--- src/rtl/rgb_pwm.sv ---
// rgb_pwm: three-channel LED PWM driven from a packed 24-bit colour word.
// A shared divider and 255-step phase counter define the period. Each
// channel latches its duty (optionally slew-limited) only at the period
// boundary, so a colour change can never produce a glitched period.

module rgb_pwm_ch #(
   parameter int SLEW   = 0,
   parameter int INVERT = 0
) (
   input  logic       clk,
   input  logic       rst,
   input  logic       boundary,
   input  logic [7:0] phase,
   input  logic [7:0] target,
   output logic [7:0] duty,
   output logic       pwm
);
   localparam logic INV = (INVERT != 0);

   logic [8:0] t9, d9, diff, step, slew9;
   logic [7:0] nxt;

   // Next duty: jump straight to target, or move toward it by at most SLEW.
   // 9-bit arithmetic keeps the intermediate from wrapping.
   always_comb begin
      t9    = {1'b0, target};
      d9    = {1'b0, duty};
      slew9 = 9'(SLEW);
      diff  = 9'd0;
      step  = 9'd0;
      nxt   = duty;
      if (SLEW == 0) begin
         nxt = target;
      end else if (t9 > d9) begin
         diff = t9 - d9;
         step = (diff > slew9) ? slew9 : diff;
         nxt  = 8'(d9 + step);
      end else if (t9 < d9) begin
         diff = d9 - t9;
         step = (diff > slew9) ? slew9 : diff;
         nxt  = 8'(d9 - step);
      end
   end

   // Duty register: only updated at the period boundary.
   always_ff @(posedge clk or posedge rst) begin
      if (rst)           duty <= 8'd0;
      else if (boundary) duty <= nxt;
   end

   // Registered output; phase tops out at 254 so duty 255 is solid on.
   always_ff @(posedge clk or posedge rst) begin
      if (rst) pwm <= INV;
      else     pwm <= (phase < duty) ^ INV;
   end
endmodule

module rgb_pwm #(
   parameter int CLK_DIV = 98,
   parameter int SLEW    = 0,
   parameter int INVERT  = 0
) (
   input  logic        clk,
   input  logic        rst,
   input  logic [23:0] data,
   output logic [2:0]  pwm,
   output logic [23:0] duty,
   output logic        period_start
);
   localparam int DW = (CLK_DIV > 1) ? $clog2(CLK_DIV) : 1;

   logic [DW-1:0] div_cnt;
   logic [7:0]    phase;
   logic          tick, boundary;

   assign tick     = (div_cnt == DW'(CLK_DIV - 1));
   assign boundary = tick && (phase == 8'd254);

   // Clock divider producing one tick every CLK_DIV cycles.
   always_ff @(posedge clk or posedge rst) begin
      if (rst)       div_cnt <= '0;
      else if (tick) div_cnt <= '0;
      else           div_cnt <= div_cnt + 1'b1;
   end

   // Phase counter 0..254, wrapping at the boundary.
   always_ff @(posedge clk or posedge rst) begin
      if (rst)           phase <= 8'd0;
      else if (boundary) phase <= 8'd0;
      else if (tick)     phase <= phase + 8'd1;
   end

   // Boundary pulse, aligned with phase 0 and the freshly loaded duties.
   always_ff @(posedge clk or posedge rst) begin
      if (rst) period_start <= 1'b0;
      else     period_start <= boundary;
   end

   for (genvar c = 0; c < 3; c++) begin : g_ch
      rgb_pwm_ch #(.SLEW(SLEW), .INVERT(INVERT)) u_ch (
         .clk      (clk),
         .rst      (rst),
         .boundary (boundary),
         .phase    (phase),
         .target   (data[8*c +: 8]),
         .duty     (duty[8*c +: 8]),
         .pwm      (pwm[c])
      );
   end
endmodule

--- config.mk ---
export PLATFORM = sky130hd
export DESIGN_NAME = rgb_pwm
export DESIGN_NICKNAME = d
export VERILOG_FILES = /design/src/rtl/rgb_pwm.sv
export SDC_FILE = /design/constraint.sdc
export NUM_CORES = 1
export LEC_CHECK = 0
export ABC_AREA = 1
export CAP_MARGIN = 20
export CORE_UTILIZATION = 23
export DETAILED_ROUTE_END_ITERATION = 10
export PLACE_DENSITY = 0.5
export SYNTH_ARGS = -nofsm -noshare
export SYNTH_HDL_FRONTEND = slang
export SYNTH_SLANG_ARGS = --single-unit
--- constraint.sdc ---
create_clock -name clk -period 1.3 [get_ports clk]
set_input_delay 0.26 -clock clk [delete_from_list [all_inputs] [get_ports clk]]
set_output_delay 0.26 -clock clk [all_outputs]
set_load 0.02 [all_outputs]
==> summary.md <==
| Metric | Value |
|---|---|
| Hold Slack | 0.294 ns |
| Commonest non-fill, non-tap cells in the layout | 91 x nand2_1, 41 x dfrtp_1, 38 x inv_1, 25 x clkdlybuf4s50_1, 20 x nor2_1 |
| Avg Inst Size Synth | slightly below 8 sq um |
| Final Cell Area | 3570 sq um |
| Placer congestion estimate | 0.699 |
| Flop pwr share | 0.554 |
| Vias in the first global route | 2,047 |
| CORE AREA | 9910 sq um |
| Switching Share | 0.216 |
| Nets | 428 |
| Maximum root-to-sink buffer count | 2 |
| Fillers | 1,043 |
| Rows | 36 |
| Reg clk slew, reported paths | about 0.090 ns |
| DIE AREA | 10,800 sq um |
| Final period utilization | 1.05 |
| Yosys warnings | 0 |
| Gr usage total | 0.111 |
| DRT Pass-1 Iters | 6 |
| Ant. Diodes | 0 |
| Vias/cell | 4.05 |
| Worst Clk Skew | 0.00734 ns |
| Placed cells | 497 |
| M2 GR Usage | 0.183 |
| Leading cell type in the layout, fill and taps excluded | nand2_1 |
| Worst Hold Class | input port to asynchronous set/reset pin |
| Met1 usage | 0.149 |
| Crit path max fanout | 15 |
| Synth cell types | 20 |
| P_leak | 1.89 nW |
| Root Driver | clkbuf_8 |
| Power density cells | 675 nW/um^2 |
| DP HPWL | 3.98 mm |
| Post-layout util | 0.360 |
| CTS H-tree depth | 2 |
| F_max | 734 MHz |
| R2R setup slack | -0.06 ns |
| Clock Power Share | 0.400 |
| Required time of the critical path | about 1.5 ns |
| Initial DRC count | 100 |
| Worst Max-Slew Pin Slew | 0.253 ns |
| Drt drc | 0 |
| CTS tree | yes |
| Post-route ant nets | 0 |
| Unrepaired setup endpoints after global routing | true |
| Mapped Nets | 352 |
| Share of cells above drive strength 1 | 0.288 |
| Final Non-Filler Cells | 511 |
| Place WS | -0.0638 ns |
| Clock buffer count from CTS | 5 |
| Combinational Power Share | 0.046 |
| CTS Hold Buffers Added | 0 |
| FF+latch count, synth | 43 |
| Setup crit start kind | register |
| Die height | around 100 um |
| Worst skew pair latency | 0.30 ns |
| Internal | 1.89 mW |
| Via count | slightly above 2,000 |
| Arrival @ worst endpoint | 1.55 ns |
| Routed WL | slightly above 6 mm |
| Final setup margin | -0.0617 ns |
| Gr ovfl total | 0 |
| Final number of setup-violating endpoints | 28 |
| Most used routing layer | met2 |
| GRT met3 Usage | 0.0233 |
| Setup_tns | -1.02 ns |
| Initial antenna violation count | 0 |
| # IOs | 54 |
| CP Capture Type | register |
| Max VDD drop | 0.000353 V |
| Number of max-cap violations | 0 |
| Relative slew margins | 0.832 |
| Post-synthesis sequential area ratio | 0.452 |
| Failing checks | setup timing |
| Area grow syn2layout | 49.9% |
| Sw power | 521 uW |
| I/O Buffers | 53 |
| Dpl cell area | 3180 sq um |
| Final Hold Fails | 0 |
| Fin crit period | 1.36 ns |
| Mapped Cells | about 300 |
| Global-route wire length before repair | 9.67 mm |
| Initial Util | 0.240 |
| Critical path class | register to register |
| Routed WL per cell | 12.0 um |
| Clock net sink count | 43 |
| Chip width | 104 um |
| Slew Limit Fails | 0 |
| Post-Syn Area | 2380 sq um |
| Status | finished with violations |
| Largest net degree at the start of global routing | 44 |
| Total Power | 2.41 mW |
[final timing paths]
kind / start / endpoint / cells past startpoint
setup reg to reg: div_cnt[4]$_DFF_PP0_ / phase[3]$_DFFE_PP0P_ / 7
hold reg to reg: g_ch[1].u_ch.duty[2]$_DFFE_PP0P_ / g_ch[1].u_ch.duty[2]$_DFFE_PP0P_ / 2
max in group asynchronous: rst / phase[7]$_DFFE_PP0P_ / 3
min in group clk: data[4] / g_ch[0].u_ch.duty[4]$_DFFE_PP0P_ / 3
setup / recovery: div_cnt[4]$_DFF_PP0_ / phase[3]$_DFFE_PP0P_ / 7
hold / removal: rst / g_ch[1].u_ch.duty[1]$_DFFE_PP0P_ / 3
[Yosys cell counts]
cell type / instances / area (sq um)
o21ai_0: 4 / 20.0
ha_1: 25 / 313
a21oi_1: 20 / 100
buf_6: 2 / 22.5
nand3_2: 1 / 10.0
dfrtp_1: 43 / 1080
nor3_1: 1 / 5.00
nand3_1: 11 / 55.1
nor2_4: 1 / 11.3
buf_2: 3 / 15.0
clkinv_4: 1 / 8.76
xor2_1: 2 / 17.5
nand2_1: 117 / 439
o21ai_1: 1 / 5.00
inv_1: 41 / 154
nor2_2: 1 / 6.26
inv_2: 1 / 3.75
nor2_1: 21 / 78.8
buf_4: 4 / 30.0
nand2_4: 1 / 11.3
[critical path, cell delays in order, from the launching register on]
cell and delay (ns):
dfrtp_1 0.43, inv_2 0.10, nand3_2 0.08, nor2_4 0.17, nand2_4 0.14, clkbuf_16 0.21, nand2_1 0.08, nor2_1 0.04
[sequential cells by signal, summed over array words and instances (netlist names)]
register	count
phase	8
div_cnt	7
g_ch.u_ch.pwm	3
g_ch.u_ch.duty	24
period_start	1
[power groups by stage]
| stage | clock [mW] | combinational [mW] | sequential, mW |
|---|---|---|---|
| 2_1_floorplan | 0 | 0.0196 | 1.36 |
| 3_3_place_gp | 0 | 0.114 | 1.36 |
| 3_5_place_dp | 0 | 0.114 | 1.36 |
| 4_1_cts | 1.01 | 0.114 | 1.34 |
| 5_1_grt | 1.05 | 0.122 | 1.34 |
| 6_report | 0.966 | 0.111 | 1.34 |
[cell type report]
cell class	count	area, sq um	share of cell area
clock inverter	1	7.51	0.00210
sequential	43	1080	0.302
clock buffer	7	96.3	0.0270
inverter	43	174	0.0487
timing repair buffer	78	689	0.193
multi-input combinational	206	1360	0.381
tap	133	166	0.0466
[timing repair]
| item | 4_1_cts | 5_1_grt |
|---|---|---|
| pin swaps | 0 | 13 |
| endpoints found under the setup margin | 60 | 57 |
| cloned | 0 | 2 |
| buffers inserted | 2 | 2 |
| gates resized for setup | 53 | 88 |
[logic make-up (layout without fill, tap and decap cells)]
logic type | count (synthesis) | after routing | synth area share
buf+inv | 52 | 129 | 0.0982
compound gates | 25 | 25 | 0.0525
flops | 43 | 43 | 0.452
simple gates | 154 | 154 | 0.259
xor+xnor | 2 | 2 | 0.00735
fa+ha+maj | 25 | 25 | 0.131
[layer usage]
metal / up-vias / share of wire / wire length (um)
li1: 1080 / - / -
met1: 942 / 0.50 / 3070
met2: 38 / 0.46 / 2820
met3: 7 / 0.032 / 198
met4: 0 / 0.0093 / 57
met5: - / 0 / 0
(Power assumes the default switching activity.)
